[src/rtl/up16_pkg.sv]
// uP16 shared definitions: field layout, opcodes, ALU codes and the ID/EX payload.
package up16_pkg;

  localparam int unsigned ISIZE   = 18;
  localparam int unsigned DSIZE   = 16;
  localparam int unsigned RSIZE   = 3;
  localparam int unsigned NREGS   = 8;
  localparam int unsigned OPW     = 4;
  localparam int unsigned ALUW    = 3;
  localparam int unsigned IMM_W   = 8;
  localparam int unsigned JMP_W   = 14;

  // Instruction field positions (LSB of each field)
  localparam int unsigned OP_LSB  = 14;
  localparam int unsigned RD_LSB  = 11;
  localparam int unsigned RS1_LSB = 8;
  localparam int unsigned RS2_LSB = 5;

  localparam logic [OPW-1:0] OP_ADD  = 4'h0;
  localparam logic [OPW-1:0] OP_SUB  = 4'h1;
  localparam logic [OPW-1:0] OP_AND  = 4'h2;
  localparam logic [OPW-1:0] OP_OR   = 4'h3;
  localparam logic [OPW-1:0] OP_XOR  = 4'h4;
  localparam logic [OPW-1:0] OP_ADDI = 4'h5;
  localparam logic [OPW-1:0] OP_LW   = 4'h6;
  localparam logic [OPW-1:0] OP_SW   = 4'h7;
  localparam logic [OPW-1:0] OP_BEQ  = 4'h8;
  localparam logic [OPW-1:0] OP_BNE  = 4'h9;
  localparam logic [OPW-1:0] OP_JMP  = 4'hA;
  localparam logic [OPW-1:0] OP_NOP  = 4'hF;

  localparam logic [ISIZE-1:0] NOP_INST = 18'h3C000;

  typedef enum logic [ALUW-1:0] {
    ALU_ADD = 3'd0,
    ALU_SUB = 3'd1,
    ALU_AND = 3'd2,
    ALU_OR  = 3'd3,
    ALU_XOR = 3'd4
  } aluop_e;

  // ID/EX pipeline payload
  typedef struct packed {
    logic [DSIZE-1:0] rdata1;
    logic [DSIZE-1:0] rdata2;
    logic [DSIZE-1:0] imm;
    logic [RSIZE-1:0] rs1;
    logic [RSIZE-1:0] rs2;
    logic [RSIZE-1:0] rd;
    logic [ALUW-1:0]  aluop;
    logic             alusrc;
    logic             regwrite;
    logic             memread;
    logic             memwrite;
  } idex_t;

  // Sign-extend the 8-bit immediate to datapath width
  function automatic logic [DSIZE-1:0] sext_imm8(input logic [IMM_W-1:0] v);
    return {{(DSIZE-IMM_W){v[IMM_W-1]}}, v};
  endfunction

endpackage

[src/rtl/up16_regfile.sv]
// uP16 register file: 8x16, two combinational read ports with write-through, R0 hardwired to 0.
module up16_regfile
  import up16_pkg::*;
(
  input  logic             Clk,
  input  logic             Rst,
  input  logic [RSIZE-1:0] raddr1,
  input  logic [RSIZE-1:0] raddr2,
  output logic [DSIZE-1:0] rdata1_c,
  output logic [DSIZE-1:0] rdata2_c,
  input  logic             we,
  input  logic [RSIZE-1:0] waddr,
  input  logic [DSIZE-1:0] wdata
);

  logic [DSIZE-1:0] regs_q [NREGS];
  logic [DSIZE-1:0] regs_d [NREGS];
  logic             wr_en;

  assign wr_en = we && (waddr != '0);

  // Next register contents: single write port, R0 never written
  always_comb begin
    regs_d = regs_q;
    if (wr_en) regs_d[waddr] = wdata;
  end

  // Register array state
  always_ff @(posedge Clk) begin
    if (Rst) regs_q <= '{default: '0};
    else     regs_q <= regs_d;
  end

  // Read port 1 with same-cycle write bypass
  always_comb begin
    rdata1_c = regs_q[raddr1];
    if (raddr1 == '0)                     rdata1_c = '0;
    else if (wr_en && (waddr == raddr1))  rdata1_c = wdata;
  end

  // Read port 2 with same-cycle write bypass
  always_comb begin
    rdata2_c = regs_q[raddr2];
    if (raddr2 == '0)                     rdata2_c = '0;
    else if (wr_en && (waddr == raddr2))  rdata2_c = wdata;
  end

endmodule

[src/rtl/id_stage.sv]
// uP16 decode stage: IF/ID register, register file, decoder, hazard detection,
// branch/jump resolution and the ID/EX register.
module id_stage
  import up16_pkg::*;
(
  input  logic             Clk,
  input  logic             Rst,
  input  logic [ISIZE-1:0] if_inst,
  input  logic [DSIZE-1:0] if_PCplus1,
  output logic             sel_PC,
  output logic [DSIZE-1:0] alt_PC,
  input  logic [RSIZE-1:0] ex_rd,
  input  logic             ex_regwrite,
  input  logic             ex_memread,
  input  logic [RSIZE-1:0] mem_rd,
  input  logic             mem_regwrite,
  input  logic             wb_we,
  input  logic [RSIZE-1:0] wb_addr,
  input  logic [DSIZE-1:0] wb_data,
  output logic [DSIZE-1:0] id_rdata1,
  output logic [DSIZE-1:0] id_rdata2,
  output logic [DSIZE-1:0] id_imm,
  output logic [RSIZE-1:0] id_rs1,
  output logic [RSIZE-1:0] id_rs2,
  output logic [RSIZE-1:0] id_rd,
  output logic [ALUW-1:0]  id_aluop,
  output logic             id_alusrc,
  output logic             id_regwrite,
  output logic             id_memread,
  output logic             id_memwrite,
  output logic             stall
);

  logic [ISIZE-1:0] ifid_inst_q, ifid_inst_d;
  logic [DSIZE-1:0] ifid_pcp1_q, ifid_pcp1_d;
  idex_t            idex_q, idex_d;

  logic [OPW-1:0]   opcode;
  logic [RSIZE-1:0] rd_f, rs1_f, rs2_f, raddr2;
  logic [IMM_W-1:0] imm8;
  logic             use1, use2, is_beq, is_bne, is_jmp;
  logic             dec_regwrite, dec_memread, dec_memwrite, dec_alusrc;
  logic [ALUW-1:0]  dec_aluop;
  logic [DSIZE-1:0] rf_rdata1, rf_rdata2;
  logic             load_use, br_hazard, hazard, taken, redirect;

  assign opcode = ifid_inst_q[OP_LSB  +: OPW];
  assign rd_f   = ifid_inst_q[RD_LSB  +: RSIZE];
  assign rs1_f  = ifid_inst_q[RS1_LSB +: RSIZE];
  assign rs2_f  = ifid_inst_q[RS2_LSB +: RSIZE];
  assign imm8   = ifid_inst_q[IMM_W-1:0];

  up16_regfile u_regfile (
    .Clk      (Clk),
    .Rst      (Rst),
    .raddr1   (rs1_f),
    .raddr2   (raddr2),
    .rdata1_c (rf_rdata1),
    .rdata2_c (rf_rdata2),
    .we       (wb_we),
    .waddr    (wb_addr),
    .wdata    (wb_data)
  );

  // Decode the held instruction; SW/BEQ/BNE read rd through port 2
  always_comb begin
    use1         = 1'b0;
    use2         = 1'b0;
    raddr2       = rs2_f;
    is_beq       = 1'b0;
    is_bne       = 1'b0;
    is_jmp       = 1'b0;
    dec_aluop    = ALU_ADD;
    dec_alusrc   = 1'b0;
    dec_regwrite = 1'b0;
    dec_memread  = 1'b0;
    dec_memwrite = 1'b0;
    case (opcode)
      OP_ADD:  begin use1 = 1'b1; use2 = 1'b1; dec_regwrite = 1'b1; dec_aluop = ALU_ADD; end
      OP_SUB:  begin use1 = 1'b1; use2 = 1'b1; dec_regwrite = 1'b1; dec_aluop = ALU_SUB; end
      OP_AND:  begin use1 = 1'b1; use2 = 1'b1; dec_regwrite = 1'b1; dec_aluop = ALU_AND; end
      OP_OR:   begin use1 = 1'b1; use2 = 1'b1; dec_regwrite = 1'b1; dec_aluop = ALU_OR;  end
      OP_XOR:  begin use1 = 1'b1; use2 = 1'b1; dec_regwrite = 1'b1; dec_aluop = ALU_XOR; end
      OP_ADDI: begin use1 = 1'b1; dec_alusrc = 1'b1; dec_regwrite = 1'b1; end
      OP_LW:   begin use1 = 1'b1; dec_alusrc = 1'b1; dec_regwrite = 1'b1; dec_memread = 1'b1; end
      OP_SW:   begin use1 = 1'b1; use2 = 1'b1; raddr2 = rd_f; dec_alusrc = 1'b1; dec_memwrite = 1'b1; end
      OP_BEQ:  begin use1 = 1'b1; use2 = 1'b1; raddr2 = rd_f; is_beq = 1'b1; end
      OP_BNE:  begin use1 = 1'b1; use2 = 1'b1; raddr2 = rd_f; is_bne = 1'b1; end
      OP_JMP:  begin is_jmp = 1'b1; end
      OP_NOP:  begin end
      default: begin end
    endcase
  end

  // Load-use and branch-operand hazards; R0 never matches
  always_comb begin
    load_use  = ex_memread && (ex_rd != '0) &&
                ((use1 && (ex_rd == rs1_f)) || (use2 && (ex_rd == raddr2)));
    br_hazard = (is_beq || is_bne) &&
                ((ex_regwrite  && (ex_rd  != '0) && ((ex_rd  == rs1_f) || (ex_rd  == raddr2))) ||
                 (mem_regwrite && (mem_rd != '0) && ((mem_rd == rs1_f) || (mem_rd == raddr2))));
    hazard    = load_use || br_hazard;
  end

  // Branch/jump resolution and fetch redirect; reset wins over everything
  always_comb begin
    taken    = is_jmp || (is_beq && (rf_rdata1 == rf_rdata2)) ||
               (is_bne && (rf_rdata1 != rf_rdata2));
    redirect = !hazard && taken;
    stall    = !Rst && hazard;
    sel_PC   = !Rst && (hazard || redirect);
    alt_PC   = ifid_pcp1_q + sext_imm8(imm8);
    if (hazard)      alt_PC = if_PCplus1 - DSIZE'(1);
    else if (is_jmp) alt_PC = DSIZE'(ifid_inst_q[JMP_W-1:0]);
  end

  // IF/ID next state: hold on stall, flush to NOP on redirect
  always_comb begin
    ifid_inst_d = if_inst;
    ifid_pcp1_d = if_PCplus1;
    if (hazard) begin
      ifid_inst_d = ifid_inst_q;
      ifid_pcp1_d = ifid_pcp1_q;
    end else if (taken) begin
      ifid_inst_d = NOP_INST;
    end
  end

  // ID/EX next state: bubble on stall, branches and jumps carry nothing into EX
  always_comb begin
    idex_d = '0;
    if (!hazard && !(is_beq || is_bne || is_jmp)) begin
      idex_d.rdata1   = rf_rdata1;
      idex_d.rdata2   = rf_rdata2;
      idex_d.imm      = sext_imm8(imm8);
      idex_d.rs1      = use1 ? rs1_f : '0;
      idex_d.rs2      = use2 ? raddr2 : '0;
      idex_d.rd       = dec_regwrite ? rd_f : '0;
      idex_d.aluop    = dec_aluop;
      idex_d.alusrc   = dec_alusrc;
      idex_d.regwrite = dec_regwrite;
      idex_d.memread  = dec_memread;
      idex_d.memwrite = dec_memwrite;
    end
  end

  // Pipeline registers
  always_ff @(posedge Clk) begin
    if (Rst) begin
      ifid_inst_q <= NOP_INST;
      ifid_pcp1_q <= '0;
      idex_q      <= '0;
    end else begin
      ifid_inst_q <= ifid_inst_d;
      ifid_pcp1_q <= ifid_pcp1_d;
      idex_q      <= idex_d;
    end
  end

  assign id_rdata1   = idex_q.rdata1;
  assign id_rdata2   = idex_q.rdata2;
  assign id_imm      = idex_q.imm;
  assign id_rs1      = idex_q.rs1;
  assign id_rs2      = idex_q.rs2;
  assign id_rd       = idex_q.rd;
  assign id_aluop    = idex_q.aluop;
  assign id_alusrc   = idex_q.alusrc;
  assign id_regwrite = idex_q.regwrite;
  assign id_memread  = idex_q.memread;
  assign id_memwrite = idex_q.memwrite;

endmodule

[config.mk]
export PLATFORM = sky130hd
export DESIGN_NAME = id_stage
export DESIGN_NICKNAME = d
export VERILOG_FILES = /design/src/rtl/up16_pkg.sv /design/src/rtl/up16_regfile.sv /design/src/rtl/id_stage.sv
export SDC_FILE = /design/constraint.sdc
export NUM_CORES = 1
export LEC_CHECK = 0
export BUFFER_PORTS_ARGS = -buffer_cell sky130_fd_sc_hd__buf_2
export CORE_ASPECT_RATIO = 1.25
export CORE_MARGIN = 4
export CORE_UTILIZATION = 55
export DETAILED_ROUTE_END_ITERATION = 10
export PLACE_DENSITY = 0.78
export SYNTH_ARGS = -nofsm -noshare
export SYNTH_HDL_FRONTEND = slang
export SYNTH_SLANG_ARGS = --single-unit
export TNS_END_PERCENT = 20
[constraint.sdc]
create_clock -name Clk -period 4.75 [get_ports Clk]
set_input_delay 0.2375 -clock Clk [delete_from_list [all_inputs] [get_ports Clk]]
set_output_delay 0.2375 -clock Clk [all_outputs]
set_load 0.01 [all_outputs]
==> qor.yml <==
outcome: "finished with violations"
violations: "negative hold slack"
min_path_cells: 3
p_per_area_nw_per_um2: 413.8
synth.distinct_cells: 76
synth_edf_count: 0
hp-start: "if_PCplus1[14]"
io_buffer_count: 146
start_util: 0.5619
use_met3: 0.05146
synth-main-ff-cell: "dfxtp_1"
netlist_area_um2: 12150
layout_common_cells: "nand2_1 (342), dfxtp_1 (213), buf_2 (145), a21oi_1 (135), nor2_1 (82)"
drv_cap: 0
cts_sinks: 218
nNetsFinal: 1673
cp.arrival_ps: 4390
wl_per_cell_um: 20.68
core.rowCount: 60
drive_above_1_share: 0.1912
clockBufferDepth: 3
ys_seq_elements: 218
ant_nets: 0
die_h_um: 174.2
async_flop_share: 0
timing_worst_setup_path_type: "flip-flop to output port"
yosysSeqAreaShare: 0.3593
first_global_vias: 11570
grtUsageMet1: 0.3636
die-area_um2: 24540
drv_slew: 0
root_buffer: "clkbuf_16"
grt_max_degree: 107
first_iter_violations: 1187
reg2reg_from: "ifid_inst_q[17]"
drcViolationCount: 0
utilization: 0.6494
cts_tree: "built"
n_fill_cell: 1818
viasPerCell: 6.307
synthCells: 1483
dieWidth_um: 140.9
diodes: 0
setup_viol: 0
relSlewSlack: 0.2022
grt_pass1_wl_um: 60890
grtUsageMet2: 0.5228
required_ps: 4510
clk_pin_slew_ps: 60
preCtsSetupSlack_ps: 93.72
hold_path.class: "input pin to flip-flop"
synthTopCellsByArea: "dfxtp_1 (36%), nand2_1 (11%), mux4_2 (5.9%)"
grt_util_all_layers: 0.3034
core_area_um2: 21620
cp_max_fo: 11
crit_start: "ifid_inst_q[17]"
endpoint_kind: "output port"
cts.htree.levels: 1
fmax_mhz: 216.2
period_minus_slack_ps: 4625
grt-busiest-layer: "met2"
yosysWarnings: 0
gp_congestion: 0.9360
grt.overflow.total: 0
yosys.area.top_type: "dfxtp_1"
syn2layout_area_growth_pct: 15.58
antenna_found_initial: 0
ir_drop_uv: 301.9
leakage_nw: 5.632
clk_latency_ps: 510
hold_viol: 1
final_common_cell: "nand2_1"
routed_wl_um: 38980
cts_buffers: 23
post-route-period-util: 0.9738
worst_slack_ps: 124.6
r2r_cells: 15
firstDrtPassIters: 8
ios: 147
dpl.hpwl_um: 26790
syn_avg_cell_area_um2: 8.191
finClkSkew_ps: 12.07
start_kind: "flip-flop"
synth_top_area_share: 0.3593
hold_slack_ps: -0.01077
num_vias: 11890
synth.net_count: 1565
tightest_slew_ps: 1193
repair_timing:
action | CTS | global route
endpoints found under the hold margin | 16 | 0
endpoints found under the setup margin | 1 | 1
pin swaps | 1 | 2
setup buffers | 0 | 4
hold buffers | 16 | 0
gates cloned | 0 | 1
gates resized for setup | 12 | 9
kinds of logic (layout without fill, tap and decap cells):
| group | Yosys count | in the layout | synth area share |
|---|---|---|---|
| fa+ha+maj | 17 | 17 | 0.01813 |
| simple gates | 602 | 602 | 0.2229 |
| xor+xnor | 39 | 39 | 0.02812 |
| compound gates | 364 | 365 | 0.2031 |
| mux | 91 | 91 | 0.1082 |
| buf+inv | 152 | 274 | 0.06025 |
| flops | 218 | 218 | 0.3593 |
final timing paths:
| check | slack [ps] | endpoint |
|---|---|---|
| setup reg to reg | 490 | ifid_inst_q[1] |
| setup / recovery | 120 | sel_PC |
| hold / removal | -0.01 | ifid_pcp1_q[14] |
| hold reg to reg | 470 | u_regfile.regs_q[18] |
where the power goes:
group / total (W) / switching [W] / internal (W)
registers: 0.00203 / 0.0000882 / 0.00194
clock network: 0.00182 / 0.000730 / 0.00109
logic: 0.00196 / 0.00119 / 0.000774
flip-flops by register name (all words and copies together), names as in the netlist:
| register | cells |
|---|---|
| id_rs2 | 3 |
| id_rdata1 | 16 |
| u_regfile.regs_q | 128 |
| id_rd | 3 |
| id_regwrite | 1 |
| id_aluop | 3 |
| id_rdata2 | 16 |
| id_memwrite | 1 |
| id_alusrc | 1 |
| id_rs1 | 3 |
| ifid_inst_q | 18 |
| ifid_pcp1_q | 16 |
| id_memread | 1 |
| id_imm | 8 |
critical path, stage by stage, from the launching register on:
cell and delay [ps]:
dfxtp_2 410, and4b_1 230, o21ai_0 340, nand2_1 280, nor2_2 350, buf_4 230, a32o_1 180, o21ai_1 140
mux2i_1 150, a2111oi_0 410, a41oi_1 140, a2111oi_4 530, or2_2 200, o311ai_0 120, buf_2 170
routing by layer:
layer	wire length [µm]	share of wire	vias up
li1	-	-	5455
met4	2103	0.054	0
met3	3462	0.089	146
met1	14600	0.37	5618
met2	18810	0.48	670
met5	0	0	-
cell usage after synthesis (6+ instances only):
cell / instances
mux2i_1: 58
nand2b_1: 10
nor2b_1: 27
dfxtp_1: 218
xnor2_1: 20
buf_4: 15
a211oi_1: 31
nand4_1: 8
nor3_1: 24
and3_1: 15
a32oi_1: 12
a311oi_1: 10
and2_1: 20
a21oi_1: 135
ha_1: 16
a21o_1: 23
a211o_1: 8
nor2_1: 89
buf_2: 24
inv_1: 28
mux4_2: 32
a32o_1: 8
o21ai_0: 29
xor2_1: 19
nor4_1: 6
clkbuf_1: 65
a31oi_1: 18
nand2_1: 342
or3_1: 9
buf_1: 10
o21ai_1: 7
nand3_1: 24
o211ai_1: 17
a311o_1: 8
buf_6: 10
a22o_1: 14
cell type report:
class | instances | area, µm² | area share
sequential | 218 | 4375 | 0.3116
inverter | 28 | 105.1 | 0.007485
clock buffer | 34 | 676.9 | 0.04821
tap | 279 | 349.1 | 0.02486
multi-input combinational | 1114 | 7162 | 0.5101
timing repair buffer | 206 | 1286 | 0.09161
clock inverter | 6 | 86.33 | 0.006149
metrics by stage:
step	cells	power [W]	area (µm²)	TNS, ps
after floorplan	1483	0.003352	12150	0
after global placement	1824	0.003870	12990	0
after detailed placement	1824	0.003896	12990	0
after CTS	1880	0.005730	13960	0
after global routing	1885	0.006039	14040	-35.31
final	1885	0.005810	14040	0
Note: power is estimated with default switching activity, not from simulation.
